[src/rtl/rv_pkg.sv]
// Shared RV32I definitions: widths, opcodes, funct3 codes.
// Also defines the fetch-queue entry layout {pc, ir}.
package rv_pkg;

    localparam int XLEN_DEF   = 32;
    localparam int ADDR_W_DEF = 10;

    localparam logic [6:0] R_TYPE = 7'b0110011;
    localparam logic [6:0] I_TYPE = 7'b0010011;
    localparam logic [6:0] B_TYPE = 7'b1100011;
    localparam logic [6:0] L_TYPE = 7'b0000011;
    localparam logic [6:0] S_TYPE = 7'b0100011;
    localparam logic [6:0] J_TYPE = 7'b1101111;

    localparam logic [2:0] F3_ADD  = 3'b000;
    localparam logic [2:0] F3_SLL  = 3'b001;
    localparam logic [2:0] F3_SLT  = 3'b010;
    localparam logic [2:0] F3_SLTU = 3'b011;
    localparam logic [2:0] F3_XOR  = 3'b100;
    localparam logic [2:0] F3_SR   = 3'b101;
    localparam logic [2:0] F3_OR   = 3'b110;
    localparam logic [2:0] F3_AND  = 3'b111;

    localparam logic [2:0] F3_BEQ  = 3'b000;
    localparam logic [2:0] F3_BNE  = 3'b001;
    localparam logic [2:0] F3_BLT  = 3'b100;
    localparam logic [2:0] F3_BGE  = 3'b101;
    localparam logic [2:0] F3_BLTU = 3'b110;
    localparam logic [2:0] F3_BGEU = 3'b111;

    // Queue entry: pc in the upper bits, instruction below.
    typedef struct packed {
        logic [ADDR_W_DEF-1:0] pc;
        logic [XLEN_DEF-1:0]   ir;
    } fq_entry_t;

    function automatic int fq_entry_w(input int aw, input int xw);
        return aw + xw;
    endfunction

endpackage

[src/rtl/fetch_fifo.sv]
// Synchronous FIFO for the fetch queue; flush beats push/pop.
// Ports: clk, rst, flush_i, push_i, pop_i, data_i, head_o, count_o.
module fetch_fifo #(
    parameter int WIDTH = 42,
    parameter int DEPTH = 4
) (
    input  logic                       clk,
    input  logic                       rst,
    input  logic                       flush_i,
    input  logic                       push_i,
    input  logic                       pop_i,
    input  logic [WIDTH-1:0]           data_i,
    output logic [WIDTH-1:0]           head_o,
    output logic [$clog2(DEPTH+1)-1:0] count_o
);

    localparam int PW = $clog2(DEPTH);
    localparam int CW = $clog2(DEPTH+1);
    localparam logic [CW-1:0] FULL_C = CW'(DEPTH);

    logic [WIDTH-1:0] mem_q [DEPTH];
    logic [PW-1:0]    rd_q, rd_d;
    logic [PW-1:0]    wr_q, wr_d;
    logic [CW-1:0]    cnt_q, cnt_d;
    logic             do_push;
    logic             do_pop;

    assign do_push = push_i && !flush_i && !rst;
    assign do_pop  = pop_i && !flush_i && (cnt_q != '0);
    assign head_o  = mem_q[rd_q];
    assign count_o = cnt_q;

    always_comb begin
        rd_d  = rd_q;
        wr_d  = wr_q;
        cnt_d = cnt_q;
        if (flush_i) begin
            rd_d  = '0;
            wr_d  = '0;
            cnt_d = '0;
        end else begin
            if (do_push) wr_d = wr_q + PW'(1);
            if (do_pop)  rd_d = rd_q + PW'(1);
            case ({do_push, do_pop})
                2'b10:   cnt_d = cnt_q + CW'(1);
                2'b01:   cnt_d = cnt_q - CW'(1);
                default: cnt_d = cnt_q;
            endcase
        end
    end

    always_ff @(posedge clk) begin
        if (rst) begin
            rd_q  <= '0;
            wr_q  <= '0;
            cnt_q <= '0;
        end else begin
            rd_q  <= rd_d;
            wr_q  <= wr_d;
            cnt_q <= cnt_d;
        end
    end

    always_ff @(posedge clk) begin
        if (do_push) mem_q[wr_q] <= data_i;
    end

    // The issue throttle upstream must never let a push hit a full queue.
    always_ff @(posedge clk) begin
        if (!rst) assert (!(do_push && cnt_q == FULL_C));
    end

endmodule

[src/rtl/rv_fetch_queue.sv]
// Fetch front end: PC, 1-cycle imem issue, prefetch queue, redirect/halt.
// Ports: imem_req/addr/rdata to memory; out_* valid/ready to decode.
module rv_fetch_queue
    import rv_pkg::*;
#(
    parameter int                XLEN     = XLEN_DEF,
    parameter int                ADDR_W   = ADDR_W_DEF,
    parameter int                DEPTH    = 4,
    parameter logic [ADDR_W-1:0] RESET_PC = '0
) (
    input  logic                       clk,
    input  logic                       rst,
    input  logic                       halted,
    input  logic                       redirect_valid,
    input  logic [ADDR_W-1:0]          redirect_pc,
    output logic                       imem_req,
    output logic [ADDR_W-1:0]          imem_addr,
    input  logic [XLEN-1:0]            imem_rdata,
    output logic                       out_valid,
    input  logic                       out_ready,
    output logic [XLEN-1:0]            out_ir,
    output logic [ADDR_W-1:0]          out_pc,
    output logic [ADDR_W-1:0]          out_npc,
    output logic [$clog2(DEPTH+1)-1:0] occupancy
);

    localparam int CW = $clog2(DEPTH+1);
    localparam int EW = fq_entry_w(ADDR_W, XLEN);

    logic [ADDR_W-1:0] pc_q, pc_d;
    logic [ADDR_W-1:0] ifl_pc_q, ifl_pc_d;
    logic              ifl_q, ifl_d;
    logic [EW-1:0]     last_q, last_d;
    logic [EW-1:0]     head;
    logic [EW-1:0]     hold;
    logic [CW-1:0]     count;
    logic [CW:0]       pending;
    logic              room;
    logic              push;
    logic              pop;

    // Queued entries plus the outstanding request must fit in DEPTH,
    // so a returning response always finds a free slot.
    assign pending = {1'b0, count} + (CW+1)'(ifl_q);
    assign room    = pending < (CW+1)'(DEPTH);

    assign imem_req  = !rst && !halted && !redirect_valid && room;
    assign imem_addr = pc_q;

    assign push = ifl_q && !redirect_valid;
    assign pop  = out_valid && out_ready && !redirect_valid;

    assign out_valid = (count != '0);
    assign occupancy = count;

    // When empty, keep presenting the last head seen.
    assign hold    = out_valid ? head : last_q;
    assign last_d  = hold;
    assign out_pc  = hold[EW-1 -: ADDR_W];
    assign out_ir  = hold[XLEN-1:0];
    assign out_npc = out_pc + ADDR_W'(1);

    always_comb begin
        pc_d     = pc_q;
        ifl_d    = imem_req;
        ifl_pc_d = ifl_pc_q;
        if (imem_req) begin
            pc_d     = pc_q + ADDR_W'(1);
            ifl_pc_d = pc_q;
        end
        if (redirect_valid) pc_d = redirect_pc;
    end

    always_ff @(posedge clk) begin
        if (rst) begin
            pc_q     <= RESET_PC;
            ifl_q    <= 1'b0;
            ifl_pc_q <= '0;
            last_q   <= '0;
        end else begin
            pc_q     <= pc_d;
            ifl_q    <= ifl_d;
            ifl_pc_q <= ifl_pc_d;
            last_q   <= last_d;
        end
    end

    fetch_fifo #(
        .WIDTH (EW),
        .DEPTH (DEPTH)
    ) u_fifo (
        .clk     (clk),
        .rst     (rst),
        .flush_i (redirect_valid),
        .push_i  (push),
        .pop_i   (pop),
        .data_i  ({ifl_pc_q, imem_rdata}),
        .head_o  (head),
        .count_o (count)
    );

endmodule

[config.mk]
export PLATFORM = sky130hd
export DESIGN_NAME = rv_fetch_queue
export DESIGN_NICKNAME = d
export VERILOG_FILES = /design/src/rtl/rv_pkg.sv /design/src/rtl/fetch_fifo.sv /design/src/rtl/rv_fetch_queue.sv
export SDC_FILE = /design/constraint.sdc
export NUM_CORES = 1
export LEC_CHECK = 0
export ABC_AREA = 1
export BUFFER_PORTS_ARGS = -buffer_cell sky130_fd_sc_hd__buf_2
export CAP_MARGIN = 20
export CORE_MARGIN = 2
export CORE_UTILIZATION = 45
export DETAILED_ROUTE_END_ITERATION = 10
export SETUP_SLACK_MARGIN = 0.2
export SYNTH_ARGS = -nofsm -noshare
export SYNTH_HDL_FRONTEND = slang
export SYNTH_HIERARCHICAL = 1
export SYNTH_SLANG_ARGS = --single-unit
[constraint.sdc]
create_clock -name clk -period 4 [get_ports clk]
set_input_delay 0.8 -clock clk [delete_from_list [all_inputs] [get_ports clk]]
set_output_delay 0.8 -clock clk [all_outputs]
set_load 0.02 [all_outputs]
# After elaboration in Yosys (flattened, before gate mapping)
# Memories as Yosys holds them, arrays and structs flattened. A register that Yosys moved wholly into a read port is not among the register bits.
# Cells that the tools add are included.
[totals]
reg_bits = 70
mem_bits_rw = 168
input_bits = 47
out_inout_bits = 67
word_cells = 43
mem_count = 1
[classes]
n_addsub = 7
order_cmp = 1
n_eq_ne = 2
mux = 8
n_reduce_logical = 17
[memory_table]
columns = ["name", "words", "width", "rd", "rd_clocked_by_memory_dff", "wr", "line", "source"]
rows = [
  ["u_fifo.mem_q", 4, 42, 1, 1, 1, "fetch_fifo.sv:21", "logic [WIDTH-1:0] mem_q [DEPTH];"],
]
[ops]
columns = ["operator", "n"]
rows = [
  ["2-to-1 mux 42 bit", 1],
  ["adder 10 x 1 -> 10 bit, second input constant", 2],
  ["2-to-1 mux 10 bit", 2],
  ["logical AND 1 bit", 10],
  ["case mux 3 bit (2 select lines)", 1],
  ["adder 2 x 1 -> 2 bit, second input constant", 2],
  ["adder 3 x 1 -> 4 bit", 1],
  ["less-than comparator 4 x 3 -> 1 bit, second input constant", 1],
  ["2-to-1 mux 2 bit", 2],
  ["nonzero test 2 bit", 2],
  ["adder 3 x 1 -> 3 bit, second input constant", 1],
  ["logical NOT 1 bit", 3],
  ["nonzero test 3 bit", 1],
  ["subtractor 3 x 1 -> 3 bit, second input constant", 1],
  ["equality test 2 x 1 -> 1 bit, second input constant", 1],
  ["equality test 2 bit, second input constant", 1],
  ["2-to-1 mux 1 bit", 2],
  ["OR reduction 2 bit", 1],
]

# Logic depth before layout (Yosys ltp)
[depth]
ltp_word = 7
depth_mapped = 18

# Cells and area by module
# The synthesis kept the hierarchy.
[modules_own_cells]
columns = ["mod", "instances", "cells_each", "area_each_um2"]
rows = [
  ["fetch_fifo", 1, 475, 6696.4],
  ["rv_fetch_queue", 1, 409, 2920.3],
]

# Least setup slack after synthesis
# OpenSTA, ideal clock, no wires.
[synth_timing]
path_kind = "input to register"
startpoint = "in redirect_valid"
endpoint = "mem u_fifo.mem_q[0][0], enable pin"
arrival_ns = 3.157
required_time_ns = 3.558
slack_ns = 0.402
cell_stages = 4
path_buffers = 1
cell_sequence = "clkbuf_1 > nor2_1 > nand2_1 > nor2_1"
[synth_via]
elab_chain_len = 6
[synth_rtl]
columns = ["item", "line", "source"]
rows = [
  ["start: declaration", "rv_fetch_queue.sv:14", "input logic redirect_valid,"],
  ["logical NOT 1 bit", "rv_fetch_queue.sv:50", "assign push = ifl_q && !redirect_valid;"],
  ["logical AND 1 bit", "rv_fetch_queue.sv:50", ""],
  ["via push", "rv_fetch_queue.sv:39", "logic push;"],
  ["logical AND 1 bit (2 in series)", "fetch_fifo.sv:28", "assign do_push = push_i && !flush_i && !rst;"],
  ["2-to-1 mux 1 bit", "fetch_fifo.sv:65", "if (do_push) mem_q[wr_q] <= data_i;"],
  ["2-to-1 mux 1 bit (implied by the code)", "fetch_fifo.sv:65", ""],
  ["end: declaration", "fetch_fifo.sv:21", ""],
]
# The timed path passes the listed nets, and every way through them passes these cells.

# Final worst setup path
[layout_timing]
startpoint = "reg u_fifo.cnt_q[1] (netlist: u_fifo/count_o[1])"
endpoint = "out out_npc[8]"
[layout_via]
elab_chain_len = 3
[layout_rtl]
columns = ["item", "line", "source"]
rows = [
  ["start: declaration", "fetch_fifo.sv:24", "logic [CW-1:0] cnt_q, cnt_d;"],
  ["start signal: assignment", "fetch_fifo.sv:60", "cnt_q <= cnt_d;"],
  ["nonzero test 3 bit", "rv_fetch_queue.sv:53", "assign out_valid = (count != '0);"],
  ["2-to-1 mux 42 bit", "rv_fetch_queue.sv:57", "assign hold = out_valid ? head : last_q;"],
  ["adder 10 x 1 -> 10 bit", "rv_fetch_queue.sv:61", "assign out_npc = out_pc + ADDR_W'(1);"],
  ["end: declaration", "rv_fetch_queue.sv:23", "output logic [ADDR_W-1:0] out_npc,"],
]
# No other way between the ends.

==> results.rst <==
.. list-table::
   :header-rows: 1

   * - Metric
     - Value
   * - Status
     - complete, no violations
   * - Number of synthesized register bits
     - 240
   * - # port buffers
     - 113
   * - DRC marker count from the first detailed-route iteration
     - 341
   * - Kind of launch point of the worst setup path
     - flip-flop
   * - Wire length of the first global-routing pass
     - 33.5 mm
   * - Global routing usage on met1
     - 26.0%
   * - Share of post-route cells with drive strength above 1
     - 20.5%
   * - Slew at the pin with the worst max-slew slack
     - 0.703 ns
   * - Starting density of the core
     - 45.7%
   * - Combinational power share
     - 2.9%
   * - Worst EP required
     - 3.20 ns
   * - Remaining antenna violation count after routing
     - 0
   * - Wire per inst
     - 16.4 um
   * - Endpoint arrival time on the critical path
     - 2.75 ns
   * - Clock Tree Root
     - sky130_fd_sc_hd__clkbuf_16
   * - Setup TNS
     - 0 ns
   * - Fraction of power consumed by the clock network
     - 45.3%
   * - Static Leak
     - 4.61 nW
   * - Cell count after synthesis
     - 884
   * - TritonCTS Buffers
     - 25
   * - Clock transition at the registers of the reported paths
     - 0.06 ns
   * - Clk sink count
     - 240
   * - Fill cell instance count of the final layout
     - 1824
   * - Synth Area per Inst
     - 10.9 um^2
   * - Maxcap violations
     - 0
   * - Maximum operating frequency
     - 282 MHz
   * - HPWL after detailed placement
     - 13.1 mm
   * - Global placement routability congestion
     - 0.788
   * - Maximum fanout count along the critical path
     - 27
   * - Row cnt
     - 53
   * - Final WL
     - 21.2 mm
   * - Switching fraction of total power
     - 20.3%
   * - Cell types occupying the most area after synthesis
     - sky130_fd_sc_hd__edfxtp_1 (52%), sky130_fd_sc_hd__dfxtp_1 (15%), sky130_fd_sc_hd__nor2_1 (6.3%), sky130_fd_sc_hd__o21ai_0 (4.4%), sky130_fd_sc_hd__inv_1 (2.9%)
   * - Global Route met3 Usage
     - 3.73%
   * - Number of distinct library cell variants in the gate-level netlist after synthesis
     - 34
   * - Instance area at placement
     - 10500 um^2
   * - Synthesis warning total
     - 6
   * - Final net count
     - 1050
   * - Leftover overflow at the end of global routing
     - 0
   * - Area share of the largest cell type after synthesis
     - 52.5%
   * - Initial antenna violation count
     - 3
   * - Post-synth net total
     - 939
   * - Worst VDD drop
     - 295 uV
   * - Clock tree from TritonCTS
     - yes
   * - Shortest period the worst path allows
     - 3.55 ns
   * - Maximum number of pins on one net before global-route repair
     - 53
   * - CP Capture Type
     - primary output
   * - Sw power
     - 1.05 mW
   * - Post-CTS setup repair buffer count
     - 0
   * - Core area
     - 21000 um^2
   * - Period utilisation layout
     - 88.8%
   * - Final setup skew
     - 0.00585 ns
   * - Design internal power
     - 4.14 mW
   * - Worst hold slack across all endpoints
     - 0.493 ns
   * - Hold_buf cts
     - 0
   * - R2r setup slk
     - 1.31 ns
   * - Number of iterations in the first detailed-routing pass
     - 5
   * - All-Layer GR Usage
     - 19.0%
   * - Die Ht
     - 150 um
   * - DRC violation count after routing
     - 0
   * - Die outline area
     - 22600 um^2
   * - Hold WC Path Type
     - flip-flop to flip-flop
   * - Horiz. Die Dim
     - 150 um
   * - M2 GR Usage
     - 31.6%
   * - Type of the worst setup path
     - flip-flop to primary output
   * - PwrDens
     - 459 nW/um^2
   * - Worst setup slack after layout
     - 0.448 ns
   * - Via count of the first global-routing pass
     - 6435
   * - CTS H-tree lvls
     - 1
   * - Via density
     - 5.06
   * - Mapped Area
     - 9620 um^2
   * - Maximum clock path buffer count
     - 3
   * - DP Worst Slack
     - 0.889 ns
   * - Area delta synth->final
     - 17.7%
   * - Filler-free cell count of the finished design
     - 1290
   * - Biggest area consumer among synthesized cells
     - sky130_fd_sc_hd__edfxtp_1
   * - Worst-Skew Late Latency
     - 0.52 ns
   * - Register share of total power
     - 51.8%
   * - Final Max Slew Viols
     - 0
   * - Placed cell count
     - 1243
   * - Number of I/O pins
     - 114
   * - Number of setup violations in the final report
     - 0
   * - Layer carrying the most global-route usage
     - met2
   * - RSZ-0062 raised after global routing
     - no
   * - Final instance area
     - 11300 um^2
   * - Total via count after detailed routing
     - 6522
   * - Slew headroom
     - 53.1%
   * - Sequential cell area fraction in the yosys report
     - 67.4%
   * - Hold Vio Cnt, Final
     - 0
## placed cells by master (no fill, tap or decap), types with 7 or more instances in the layout
| cell type | count |
|---|---|
| sky130_fd_sc_hd__xor2_1 | 7 |
| sky130_fd_sc_hd__or2_0 | 10 |
| sky130_fd_sc_hd__inv_1 | 74 |
| sky130_fd_sc_hd__buf_2 | 113 |
| sky130_fd_sc_hd__o21ai_0 | 84 |
| sky130_fd_sc_hd__nand2_1 | 71 |
| sky130_fd_sc_hd__or2_1 | 10 |
| sky130_fd_sc_hd__buf_4 | 10 |
| sky130_fd_sc_hd__clkbuf_16 | 25 |
| sky130_fd_sc_hd__nor2_1 | 158 |
| sky130_fd_sc_hd__o22ai_1 | 42 |
| sky130_fd_sc_hd__ha_1 | 7 |
| sky130_fd_sc_hd__dfxtp_1 | 70 |
| sky130_fd_sc_hd__nor2_4 | 7 |
| sky130_fd_sc_hd__o21ai_1 | 50 |
| sky130_fd_sc_hd__nand3_1 | 19 |
| sky130_fd_sc_hd__a21oi_1 | 19 |
| sky130_fd_sc_hd__nand2_2 | 8 |
| sky130_fd_sc_hd__or2_2 | 12 |
| sky130_fd_sc_hd__edfxtp_1 | 168 |
## cells by family after synthesis
kind of cell,share of synthesized area (%)
DFF,67.4
buffers and inverters,5.76
AOI/OAI and AO/OA,11.3
xor gates and xnor gates,0.729
adders and majority gates,1.12
and+or+nand+nor,13.6
## synth_stat cells (all sizes together)
cell type,number
o211ai,2
inv,81
a22oi,1
o22ai,42
xor2,7
nand2,80
a31oi,1
buf,25
o21ai,135
xnor2,1
dfxtp,72
nand4,5
a21oi,19
a211oi,1
or2,32
nand3,20
edfxtp,168
ha,7
fa,1
clkbuf,18
nor2,166
## critical path: stages, from the launching register on
cell and delay (ns):
sky130_fd_sc_hd__dfxtp_1 0.44, sky130_fd_sc_hd__inv_2 0.16, sky130_fd_sc_hd__nand2_8 0.22, sky130_fd_sc_hd__buf_4 0.32, sky130_fd_sc_hd__nand2_1 0.14, sky130_fd_sc_hd__o21ai_4 0.13, sky130_fd_sc_hd__ha_1 0.23, sky130_fd_sc_hd__nand2_1 0.10
sky130_fd_sc_hd__nor2_4 0.15, sky130_fd_sc_hd__nand3_1 0.08, sky130_fd_sc_hd__nand2_1 0.06, sky130_fd_sc_hd__nand2_1 0.05, sky130_fd_sc_hd__buf_2 0.15
## per-layer routing
metal  up-vias  wire length, um
li1       3248                -
met1      3110             9640
met2       130            10100
met3        30             1090
met4         4              316
met5         -               21
## power groups by stage
stage / clock [mW] / sequential (mW) / combinational (mW)
2_1_floorplan: 0 / 2.74 / 0.0726
3_3_place_gp: 0 / 2.74 / 0.149
3_5_place_dp: 0 / 2.74 / 0.151
4_1_cts: 2.40 / 2.69 / 0.152
5_1_grt: 2.49 / 2.69 / 0.168
6_report: 2.35 / 2.69 / 0.149
## per-stage QoR
stage          power, mW  util, %
5_1_grt             5.35     53.8
4_1_cts             5.24     53.7
3_3_place_gp        2.89     49.7
3_5_place_dp        2.89     49.7
6_report            5.19     53.8
2_1_floorplan       2.82        -
## timing repair
| item | in CTS | in global routing |
|---|---|---|
| gates resized for setup | 0 | 5 |
| endpoints found under the hold margin | 0 | 0 |
| setup endpoints to repair | 0 | 3 |
## registers in the layout, summed over array words and instances, names as in the netlist, named ones only
| name | count |
|---|---|
| ifl_q | 1 |
| u_fifo/rd_q | 2 |
| ifl_pc_q | 10 |
| u_fifo/mem_q | 168 |
| imem_addr | 10 |
| u_fifo/count_o | 3 |
| last_q | 42 |
| u_fifo/wr_q | 2 |
## layout make-up
type / count / area [um^2] / area share (%)
Antenna cell: 2 / 5.00 / 0.0442
Tap cell: 275 / 344 / 3.04
Timing Repair Buffer: 127 / 712 / 6.29
Multi-Input combinational cell: 520 / 2620 / 23.1
Clock inverter: 12 / 144 / 1.27
Inverter: 81 / 310 / 2.74
Sequential cell: 240 / 6490 / 57.3
Clock buffer: 33 / 696 / 6.15
## final timing paths
| path | depth (start not counted) | start | endpoint |
|---|---|---|---|
| max reg2reg | 17 | u_fifo/count_o[1] | u_fifo/count_o[2] |
| max | 12 | u_fifo/count_o[1] | out_npc[8] |
| min | 2 | last_q[9] | last_q[9] |
| min reg2reg | 2 | last_q[9] | last_q[9] |
No activity file was read; power rests on OpenSTA's default activity.
